## config.mk

```make
export PLATFORM = sky130hd
export DESIGN_NAME = train_seq
export DESIGN_NICKNAME = d
export VERILOG_FILES = /design/src/rtl/train_seq_pkg.sv /design/src/rtl/train_seq_ctr.sv /design/src/rtl/train_seq.sv
export SDC_FILE = /design/constraint.sdc
export NUM_CORES = 1
export LEC_CHECK = 0
export CORE_ASPECT_RATIO = 0.9
export CORE_MARGIN = 2
export CORE_UTILIZATION = 40
export CTS_BUF_LIST = sky130_fd_sc_hd__clkbuf_4 sky130_fd_sc_hd__clkbuf_8
export CTS_CLUSTER_SIZE = 28
export DETAILED_ROUTE_END_ITERATION = 16
export GPL_TIMING_DRIVEN = 1
export SYNTH_ARGS = -nofsm -noshare
export SYNTH_HDL_FRONTEND = slang
export SYNTH_HIERARCHICAL = 1
export SYNTH_SLANG_ARGS = --single-unit
```

## constraint.sdc

```tcl
create_clock -name clk_i -period 2.92 [get_ports clk_i]
set_clock_uncertainty 0.15 [all_clocks]
set_input_delay 0.584 -clock clk_i [delete_from_list [all_inputs] [get_ports clk_i]]
set_output_delay 0.584 -clock clk_i [all_outputs]
set_load 0.005 [all_outputs]
```

## src/rtl/train_seq_pkg.sv

```systemverilog
// train_seq_pkg: shared types and helpers for the training-pass sequencer.
//   state_e   : sequencer state encoding (3 bits; codes 5..7 are unused)
//   cnt_width : width needed for a counter that must hold values 0..n-1 (minimum 1 bit)
package train_seq_pkg;

  typedef enum logic [2:0] {
    StIdle = 3'd0,
    StFwd  = 3'd1,
    StBwd  = 3'd2,
    StUpd  = 3'd3,
    StDone = 3'd4
  } state_e;

  function automatic int unsigned cnt_width(int unsigned n);
    if (n < 2) return 1;
    return $clog2(n);
  endfunction

endpackage

```

## src/rtl/train_seq_ctr.sv

```systemverilog
// train_seq_ctr: loadable up/down counter that saturates at 0 and at MaxVal.
// Priority: clear, then load, then increment, then decrement.
//   clk_i      : clock
//   rst_i      : asynchronous active-low reset (counter -> 0)
//   clr_i      : synchronous clear to 0
//   load_i     : load load_val_i
//   load_val_i : value to load
//   inc_i      : count up (held at MaxVal)
//   dec_i      : count down (held at 0)
//   cnt_o      : current count
module train_seq_ctr #(
  parameter int unsigned Width  = 2,
  parameter int unsigned MaxVal = 3
) (
  input  logic             clk_i,
  input  logic             rst_i,
  input  logic             clr_i,
  input  logic             load_i,
  input  logic [Width-1:0] load_val_i,
  input  logic             inc_i,
  input  logic             dec_i,
  output logic [Width-1:0] cnt_o
);

  localparam logic [Width-1:0] Max = Width'(MaxVal);

  logic [Width-1:0] cnt_q, cnt_d;

  always_comb begin
    cnt_d = cnt_q;
    if (clr_i) begin
      cnt_d = '0;
    end else if (load_i) begin
      cnt_d = load_val_i;
    end else if (inc_i && (cnt_q != Max)) begin
      cnt_d = cnt_q + 1'b1;
    end else if (dec_i && (cnt_q != '0)) begin
      cnt_d = cnt_q - 1'b1;
    end
  end

  always_ff @(posedge clk_i or negedge rst_i) begin
    if (!rst_i) begin
      cnt_q <= '0;
    end else begin
      cnt_q <= cnt_d;
    end
  end

  assign cnt_o = cnt_q;

endmodule

```

## src/rtl/train_seq.sv

```systemverilog
// train_seq: training-pass sequencer. Runs forward passes over layers 0..NUM_LAYERS-1,
// backward passes over NUM_LAYERS-1..0, then a one-cycle weight update, for MAX_EPOCHS
// epochs. Each pass is opened with pass_start_o and closed by pass_done_i.
// Optional build macro TRAIN_SEQ_EARLY_STOP_EN: a zero loss at the end of the last forward
// pass skips the backward passes and ends the run after that epoch's update.
//   clk_i, rst_i (async, active-low), en_i (global hold)
//   init_i (start run, IDLE/DONE only), abort_i (sync return to IDLE, highest priority)
//   pass_done_i, loss_zero_i (datapath status)
//   fwd_o, bwd_o, layer_o, pass_start_o : current pass
//   zero_loss_o, weight_update_o        : one-cycle pulses in the update cycle
//   epoch_o (completed epochs), busy_o, done_o
module train_seq
  import train_seq_pkg::*;
#(
  parameter int unsigned NUM_LAYERS = 2,
  parameter int unsigned MAX_EPOCHS = 4,
  parameter int unsigned LAYER_W    = cnt_width(NUM_LAYERS),
  parameter int unsigned EPOCH_W    = cnt_width(MAX_EPOCHS + 1)
) (
  input  logic               clk_i,
  input  logic               rst_i,
  input  logic               en_i,
  input  logic               init_i,
  input  logic               abort_i,
  input  logic               pass_done_i,
  input  logic               loss_zero_i,
  output logic               fwd_o,
  output logic               bwd_o,
  output logic [LAYER_W-1:0] layer_o,
  output logic               pass_start_o,
  output logic               zero_loss_o,
  output logic               weight_update_o,
  output logic [EPOCH_W-1:0] epoch_o,
  output logic               busy_o,
  output logic               done_o
);

  localparam logic [LAYER_W-1:0] LastLayer = LAYER_W'(NUM_LAYERS - 1);
  localparam logic [EPOCH_W-1:0] LastEpoch = EPOCH_W'(MAX_EPOCHS - 1);

  state_e state_q, state_d;
  logic   start_q, start_d;
  logic   fwd_q, bwd_q, upd_q, busy_q, done_q;

  logic [LAYER_W-1:0] layer_q;
  logic [EPOCH_W-1:0] epoch_q;
  logic layer_clr, layer_load, layer_inc, layer_dec;
  logic epoch_clr, epoch_inc;

  logic pass_ok, fwd_last_done;
  logic early_fwd, early_upd;

  // A done raised in the pass's own start cycle belongs to the previous pass.
  assign pass_ok       = pass_done_i && !start_q;
  assign fwd_last_done = (state_q == StFwd) && pass_ok && (layer_q == LastLayer);

`ifdef TRAIN_SEQ_EARLY_STOP_EN
  logic conv_q;

  always_ff @(posedge clk_i or negedge rst_i) begin
    if (!rst_i) begin
      conv_q <= 1'b0;
    end else if (en_i) begin
      if (abort_i) begin
        conv_q <= 1'b0;
      end else if (fwd_last_done) begin
        conv_q <= loss_zero_i;
      end
    end
  end

  // The branch at the end of forward uses the value being latched this edge.
  assign early_fwd = loss_zero_i;
  assign early_upd = conv_q;
`else
  logic unused_loss_zero;
  assign unused_loss_zero = loss_zero_i;
  assign early_fwd        = 1'b0;
  assign early_upd        = 1'b0;
`endif

  always_comb begin
    state_d    = state_q;
    start_d    = 1'b0;
    layer_clr  = 1'b0;
    layer_load = 1'b0;
    layer_inc  = 1'b0;
    layer_dec  = 1'b0;
    epoch_clr  = 1'b0;
    epoch_inc  = 1'b0;
    if (en_i) begin
      if (abort_i) begin
        state_d   = StIdle;
        layer_clr = 1'b1;
        epoch_clr = 1'b1;
      end else begin
        case (state_q)
          StIdle, StDone: begin
            if (init_i) begin
              state_d   = StFwd;
              layer_clr = 1'b1;
              epoch_clr = 1'b1;
              start_d   = 1'b1;
            end
          end
          StFwd: begin
            if (fwd_last_done) begin
              if (early_fwd) begin
                state_d = StUpd;
              end else begin
                state_d    = StBwd;
                layer_load = 1'b1;
                start_d    = 1'b1;
              end
            end else if (pass_ok) begin
              layer_inc = 1'b1;
              start_d   = 1'b1;
            end
          end
          StBwd: begin
            if (pass_ok) begin
              if (layer_q != '0) begin
                layer_dec = 1'b1;
                start_d   = 1'b1;
              end else begin
                state_d = StUpd;
              end
            end
          end
          StUpd: begin
            epoch_inc = 1'b1;
            if ((epoch_q == LastEpoch) || early_upd) begin
              state_d = StDone;
            end else begin
              state_d   = StFwd;
              layer_clr = 1'b1;
              start_d   = 1'b1;
            end
          end
          default: begin
            state_d   = StIdle;
            layer_clr = 1'b1;
            epoch_clr = 1'b1;
          end
        endcase
      end
    end
  end

  // Outputs are decoded from the next state so they are flops, not decode logic.
  always_ff @(posedge clk_i or negedge rst_i) begin
    if (!rst_i) begin
      state_q <= StIdle;
      start_q <= 1'b0;
      fwd_q   <= 1'b0;
      bwd_q   <= 1'b0;
      upd_q   <= 1'b0;
      busy_q  <= 1'b0;
      done_q  <= 1'b0;
    end else if (en_i) begin
      state_q <= state_d;
      start_q <= start_d;
      fwd_q   <= (state_d == StFwd);
      bwd_q   <= (state_d == StBwd);
      upd_q   <= (state_d == StUpd);
      busy_q  <= (state_d == StFwd) || (state_d == StBwd) || (state_d == StUpd);
      done_q  <= (state_d == StDone);
    end
  end

  train_seq_ctr #(
    .Width  (LAYER_W),
    .MaxVal (NUM_LAYERS - 1)
  ) u_layer_ctr (
    .clk_i      (clk_i),
    .rst_i      (rst_i),
    .clr_i      (layer_clr),
    .load_i     (layer_load),
    .load_val_i (LastLayer),
    .inc_i      (layer_inc),
    .dec_i      (layer_dec),
    .cnt_o      (layer_q)
  );

  train_seq_ctr #(
    .Width  (EPOCH_W),
    .MaxVal (MAX_EPOCHS)
  ) u_epoch_ctr (
    .clk_i      (clk_i),
    .rst_i      (rst_i),
    .clr_i      (epoch_clr),
    .load_i     (1'b0),
    .load_val_i ('0),
    .inc_i      (epoch_inc),
    .dec_i      (1'b0),
    .cnt_o      (epoch_q)
  );

  assign fwd_o           = fwd_q;
  assign bwd_o           = bwd_q;
  assign layer_o         = layer_q;
  assign pass_start_o    = start_q;
  assign zero_loss_o     = upd_q;
  assign weight_update_o = upd_q;
  assign epoch_o         = epoch_q;
  assign busy_o          = busy_q;
  assign done_o          = done_q;

endmodule

```

* Word level (Yosys, flattened, before mapping)
Cells that the tools add are included.
** Word-level totals
- Bits of input ports :: 7
- Bits in registers :: 13
- Word-level logic and storage cells :: 80
- Output and inout bits :: 11
** Cells by class
- Equal/unequal tests :: 10
- Reduce and logical (&&, ||, !) cells :: 15
- Bitwise logic cells :: 1
- Add/subtract/negate cells :: 3
- Muxes and demuxes :: 42
** Operators with widths (number)
- 1-bit two-way mux :: 29
- 3-bit two-way mux :: 9
- 3-bit by 2-bit == test with 1-bit output (second input constant) :: 5
- 3-bit one-hot mux with 4 select lines :: 1
- 3-bit by 1-bit == test with 1-bit output (second input constant) :: 2
- 3-bit == test (second input constant) :: 2
- 1-bit logical AND :: 6
- 1-bit one-hot mux with 4 select lines :: 1
- 4-bit nonzero test :: 1
- 2-bit OR reduction :: 2
- 3-bit by 1-bit adder with 3-bit output (second input constant) :: 1
- 3-bit logical NOT :: 1
- 3-bit != test (second input constant) :: 1
- 1-bit one-hot mux with 3 select lines :: 1
- 3-bit OR reduction :: 1
- 1-bit logical OR :: 2
- 1-bit one-hot mux with 2 select lines :: 1
- 2-bit nonzero test :: 1
- 1-bit adder (second input constant) :: 1
- 1-bit logical NOT :: 1
- 1-bit inverter :: 1
- 1-bit subtractor (second input constant) :: 1

* Logic depth before layout (Yosys ltp)
Gate-level depths: netlist of the first run.
- Depth in word-level cells :: 12
- Mapped depth :: 9
- Mapped depth without buffers :: 8

* By module
Netlist of the first run, hierarchy kept.
** By module, submodules not included
- train_seq :: area an instance 600.6 um2, times used 1, cells an instance 67, sequential area each 225.2 um2
- train_seq_ctr at u_epoch_ctr :: area an instance 256.5 um2, times used 1, cells an instance 27, sequential area each 75.1 um2
- train_seq_ctr at u_layer_ctr :: area an instance 58.8 um2, times used 1, cells an instance 5, sequential area each 25.0 um2

* Worst setup path before layout of the first run
No wires, ideal clock.
- Kind :: input to register
- Start point :: input en_i
- End point :: register u_epoch_ctr.cnt_q[2], in the netlist u_epoch_ctr/cnt_o[2]
- Library setup time :: 0.104 ns
- Cell stages on the path :: 9
- Setup slack :: 0.339 ns
- Path buffers :: 1
- Data required time :: 2.666 ns
- Arrival :: 2.328 ns
- Cells stage by stage :: clkbuf_2 nor2b_1 nand2_1 nor2_1 nand2_1 fa_1 o211a_1 o21a_1 o41ai_2
** On the way
- Cells in the longest elaborated chain, start to end :: 3
- Elaborated cells between the ends (all ways) :: 5
- Classes of those cells :: mux: 3; reduce/logical: 2
** RTL lines
- from (decl) :: line train_seq.sv:22 : input logic en_i,
- 1-bit two-way mux :: line train_seq.sv:91 : if (en_i) begin
- named net epoch_inc :: line train_seq.sv:48 : logic epoch_clr, epoch_inc;
- 1-bit logical AND :: line train_seq_ctr.sv:35 : end else if (inc_i && (cnt_q != Max)) begin
- 2-bit nonzero test (no line)
- to (signal assigned) :: line train_seq_ctr.sv:46 : cnt_q <= cnt_d;
- to (decl) :: line train_seq_ctr.sv:27 : logic [Width-1:0] cnt_q, cnt_d;
The timed path passes the listed nets, and every way through them passes these cells.
A chain may end at the register's enable or synchronous reset.

* Final worst setup path of the first run
Same ends and word-level chain as after synthesis.

==> impl_metrics.tcl, run 1 <==
set metrics [dict create \
    hold_start "fwd_o" \
    nNetsFinal 140 \
    io_buffers 16 \
    p_int_uw 321 \
    rsz0062_at_grt "false" \
    grt_usage_pct 16.7 \
    pwr-share-clk_pct 24.6 \
    crit_type "primary input to flip-flop" \
    num_vias 809 \
    power_density_nw_per_um2 395 \
    synth_fa_ha_area_share_pct 2.19 \
    wl_per_cell_um 12.3 \
    seq_power_share_pct 47.6 \
    synth_simple_gate_area_share_pct 28.8 \
    regArea_um2 325 \
    tns_ps 0 \
    grt_pass1_vias 718 \
    r2r-end "u_epoch_ctr/cnt_o[2]" \
    synthMuxAreaShare_pct 2.32 \
    cts_max_level 1 \
    dr.pass1.iters 4 \
    synth_cell_type_count 42 \
    p_sw_share_pct 31.2 \
    combPwrFrac_pct 27.8 \
    synth_seq_cells 13 \
    grt_antenna_before_repair 0 \
    p_switching_uw 146 \
    cts_buffer_depth 2 \
    ios 18 \
    numCtsBuffers 3 \
    die_w_um 54.4 \
    post_cts_buffers 0 \
    hold_end "fwd_o" \
    clock_sinks 13 \
    synth_top_family_by_area "simple AND/OR/NAND/NOR gates" \
    final_util_pct 54.1 \
    max-vdd-ir-drop_uv 306 \
    gp_congestion 0.941 \
    period_needed_ps 2550 \
    rrSetupSlack_ps 560 \
    ant_nets 0 \
    synth-edff-count 0 \
    status "completed" \
    relSlewSlack_pct 60.1 \
    totalWireLength_mm 1.94 \
    cp_max_fo 3 \
    setup_slack_ps 368 \
    die-height_um 49.4 \
    async_reset_ff_share_pct 100 \
    slew_violations 0 \
    yosysSeqAreaShare_pct 35.5 \
    cts_resized 0 \
    leakage_uw 0.000521 \
    clock_latency_ps 280 \
    layout_commonest_cell "clkdlybuf4s50_1" \
    cts.clk_slew.worst_paths_ps 80 \
    vias_per_cell 5.12 \
    netlist_area_um2 916 \
    area_growth_pct 29.0 \
    grt.overflow.total 0 \
    drc 0 \
    worst_ep_required_time_ps 2950 \
    dp_slack_ps 62.9 \
    hold_viol_final 0 \
    multi_input_area_um2 578 \
    hold_buffers 0 \
    fillers 205 \
    synth_compound_area_share_pct 24.0 \
    min_delay_path_depth 1 \
    min_path_type "flip-flop to flip-flop" \
    reg2reg_from "state_q[2]" \
    dpl.hpwl_mm 1.51 \
    power_uw 466 \
    tightest_slew_ps 596 \
    holdWs_ps 347 \
    setup.worst_path.end_class "flip-flop" \
    rr_worst_depth 8 \
    synth_cells 99 \
    mostFrequentLayoutCells "16 x clkdlybuf4s50_1, 14 x conb_1, 13 x dfrtp_1" \
    core_um2 2180 \
    yosys_warnings 6 \
    setup_viol 0 \
    diodes 0 \
    grt_max_degree 14 \
    synth-xor-area-share_pct 0 \
    drt_iter0_markers 11 \
    drive_gt1_share_pct 10.7 \
    initial_utilization_pct 42.0 \
    arrival_ps 2590 \
    synth_ff_type "dfrtp_1" \
    start_kind "primary input" \
    cts_tree "built" \
    fmax_mhz 392 \
    grt_pass1_wl_mm 3.22 \
    row_count 16 \
    cts_root_buf "clkbuf_4" \
    maxCapViolCount 0 \
    period_share_pct 87.4 \
    avgSynthCellArea_um2 9.25 \
    fp.dieArea_um2 2690 \
]
[how the worst max path moves through the flow]
stage / start / end / slack [ps] / cells after the start
global placement: en_i / u_epoch_ctr/cnt_o[2] / 90 / 9
floorplan: en_i / u_epoch_ctr/cnt_o[2] / 340 / 9
finish: en_i / u_epoch_ctr/cnt_o[2] / 370 / 9
CTS: en_i / u_epoch_ctr/cnt_o[2] / 360 / 9
detailed placement: en_i / u_epoch_ctr/cnt_o[2] / 60 / 9
global route: en_i / u_epoch_ctr/cnt_o[2] / 270 / 9
[sequential cells by signal, summed over array words and instances (netlist names)]
| register | cells |
|---|---|
| busy_o | 1 |
| u_epoch_ctr/cnt_o | 3 |
| state_q | 3 |
| fwd_o | 1 |
| bwd_o | 1 |
| u_layer_ctr/cnt_o | 1 |
| weight_update_o | 1 |
| pass_start_o | 1 |
| done_o | 1 |
[power by group through the flow]
stage	clock network, uW	registers (uW)	logic [uW]
2_1_floorplan	0	222	73.8
3_3_place_gp	0	225	128
3_5_place_dp	0	226	129
4_1_cts	121	223	129
5_1_grt	132	226	142
6_report	115	222	129
[cell type report]
class                           count  area share [%]
Clock buffer                        3            1.91
Tap cell                           27            2.86
Sequential cell                    13            27.5
Inverter                            7            2.22
Timing Repair Buffer               20            16.1
Clock inverter                      1           0.424
Multi-Input combinational cell     87            48.9
[metal layers]
metal	GRT usage (%)	part of all wire, %	vias up
met5	0	0	-
met4	3.75	0.62	0
li1	-	-	423
met1	24.0	51	370
met2	24.1	45	14
met3	5.52	3.7	2
[critical path, stage by stage]
cell             delay [ps]
clkdlybuf4s50_1         470
nor2b_1                 180
nand2_1                 100
nor2_1                  140
nand2_1                  80
fa_1                    410
o211a_1                 130
o21a_1                  190
o41ai_2                 310
[cell usage after synthesis, drive strengths merged, types with 3 or more instances]
| library cell | instances | area [um2] |
|---|---|---|
| nand2b | 5 | 38.8 |
| nor2 | 9 | 33.8 |
| nand2 | 4 | 15.0 |
| buf | 3 | 26.3 |
| nor2b | 4 | 25.0 |
| nor4 | 3 | 18.8 |
| o41ai | 3 | 41.3 |
| dfrtp | 13 | 325 |
| nor3 | 3 | 15.0 |
| nand3b | 4 | 30.0 |
| inv | 7 | 26.3 |
| a31oi | 4 | 25.0 |
[cells by family (layout without fill, tap and decap cells)]
kind of cell               count (synthesis)  count (layout)
AOI/OAI and AO/OA                         26              26
adders and majority gates                  1               1
buffers and inverters                     11              31
DFF                                       13              13
muxes                                      2               2
other                                      2              14
and+or+nand+nor                           44              44
[metrics by stage]
stage / cell area [um2] / std cells
2_1_floorplan: 961 / 111
3_3_place_gp: 1150 / 154
4_1_cts: 1180 / 158
5_1_grt: 1180 / 158
6_report: 1180 / 158
3_5_place_dp: 1150 / 154
Power figures use the tool's default switching activity.
==> inputs of run 2 (changes only) <==
--- a/config.mk
+++ b/config.mk
@@ -12,6 +12,7 @@
 export CTS_CLUSTER_SIZE = 28
 export DETAILED_ROUTE_END_ITERATION = 16
 export GPL_TIMING_DRIVEN = 1
+export SETUP_SLACK_MARGIN = 0.15
 export SYNTH_ARGS = -nofsm -noshare
 export SYNTH_HDL_FRONTEND = slang
 export SYNTH_HIERARCHICAL = 1
==> results of run 2 <==
No change in the layout: final DEF, timing and power equal those of run 1.
==> inputs of run 3 (changes only) <==
--- a/config.mk
+++ b/config.mk
@@ -12,6 +12,7 @@
 export CTS_CLUSTER_SIZE = 28
 export DETAILED_ROUTE_END_ITERATION = 16
 export GPL_TIMING_DRIVEN = 1
+export PLACE_DENSITY = 0.76
 export SETUP_SLACK_MARGIN = 0.15
 export SYNTH_ARGS = -nofsm -noshare
 export SYNTH_HDL_FRONTEND = slang
==> run 3 against run 2 <==
Effect of this change:
- core utilization is 0.11 points higher
- power rose by 2.2%
- via count up 4.9%
- cell area is 0.21% higher
- first-iteration DRC count fell by 9.1%
- wire length rose by 8.4%
- non-clock buffer count is the same
- largest cell class unchanged
==> impl_metrics.tcl, run 3 (same netlist as run 1, synthesis figures left out) <==
set metrics [dict create \
    hold_viol_final 0 \
    area_growth_pct 29.2 \
    hold_start "fwd_o" \
    ios 18 \
    worst_ep_required_time_ps 2950 \
    grt_pass1_wl_mm 3.54 \
    fmax_mhz 394 \
    initial_utilization_pct 42.0 \
    tightest_slew_ps 615 \
    arrival_ps 2570 \
    cts_buffer_depth 2 \
    ant_nets 0 \
    post_cts_buffers 0 \
    tns_ps 0 \
    max-vdd-ir-drop_uv 346 \
    cp_max_fo 3 \
    min_path_type "flip-flop to flip-flop" \
    dpl.hpwl_mm 1.59 \
    cts_max_level 1 \
    dp_slack_ps 78.8 \
    die-height_um 49.4 \
    period_share_pct 86.9 \
    num_vias 849 \
    slew_violations 0 \
    hold_buffers 0 \
    layout_commonest_cell "clkdlybuf4s50_1" \
    clock_latency_ps 280 \
    setup_slack_ps 381 \
    cts.clk_slew.worst_paths_ps 70 \
    leakage_uw 0.000522 \
    vias_per_cell 5.37 \
    holdWs_ps 343 \
    grt.overflow.total 0 \
    io_buffers 16 \
    power_density_nw_per_um2 403 \
    cts_root_buf "clkbuf_4" \
    rsz0062_at_grt "false" \
    setup_viol 0 \
    finalNonFillerCells 158 \
    grt_antenna_before_repair 0 \
    start_kind "primary input" \
    core_um2 2180 \
    fp.dieArea_um2 2690 \
    numCtsBuffers 3 \
    status "completed" \
    period_needed_ps 2540 \
    totalWireLength_mm 2.11 \
    maxCapViolCount 0 \
    mostFrequentLayoutCells "16 x clkdlybuf4s50_1, 14 x conb_1, 13 x dfrtp_1" \
    grt_pass1_vias 774 \
    dr.pass1.iters 5 \
    grt_max_degree 14 \
    drt_iter0_markers 10 \
    grt_usage_pct 17.8 \
    diodes 0 \
    crit_type "primary input to flip-flop" \
    relSlewSlack_pct 58.9 \
    gp_congestion 0.888 \
    drive_gt1_share_pct 10.7 \
    final_util_pct 54.2 \
    row_count 16 \
    fillers 191 \
    drc 0 \
    wl_per_cell_um 13.3 \
    setup.worst_path.end_class "flip-flop" \
    cts_tree "built" \
    reg2reg_from "state_q[2]" \
    cts_resized 0 \
    clock_sinks 13 \
    nNetsFinal 140 \
    placedCellCount 154 \
    critPathLaunch "en_i" \
    die_w_um 54.4 \
]
-- run 3: path summary, 6_finish.rpt --
check | end | slack, ps | depth (start not counted)
min in group asynchronous | state_q[2] | 530 | 1
max reg2reg | u_epoch_ctr/cnt_o[2] | 520 | 8
max | u_epoch_ctr/cnt_o[2] | 380 | 9
min reg2reg | fwd_o | 340 | 1
max in group asynchronous | done_o | 1690 | 1
min | fwd_o | 340 | 1
-- run 3: area by class of cell --
| class | instances | area [um2] | share of cell area [%] |
|---|---|---|---|
| Clock buffer | 4 | 30.0 | 2.54 |
| Multi-Input combinational cell | 87 | 578 | 48.8 |
| Sequential cell | 13 | 325 | 27.5 |
| Timing Repair Buffer | 20 | 190 | 16.1 |
| Tap cell | 27 | 33.8 | 2.85 |
| Inverter | 7 | 26.3 | 2.22 |
-- run 3: worst max-delay path, stage by stage --
cell,delay [ps]
clkdlybuf4s50_1,470
nor2b_1,170
nand2_1,100
nor2_1,140
nand2_1,80
fa_1,410
o211a_1,130
o21a_1,190
o41ai_2,310
-- run 3: report_power, final --
part	internal, uW	switching [uW]	leakage [uW]
combinational	72.4	58.8	0.000331
clock	62.3	59.7	0.0000184
sequential	197	26.1	0.000172
total	332	145	0.000522
-- run 3: routing by layer --
metal | track usage [%] | part of all wire [%] | up-vias
met5 | 0 | 0 | -
met4 | 5.00 | 1.2 | 0
met3 | 4.60 | 3.7 | 4
met2 | 27.3 | 47 | 21
met1 | 24.2 | 48 | 407
li1 | - | - | 417
-- run 3: through the flow --
stage / total power [uW] / cell area [um2]
finish: 477 / 1180
global route: 512 / 1180
CTS: 482 / 1180
detailed placement: 356 / 1150
global placement: 353 / 1150
floorplan: 295 / 961
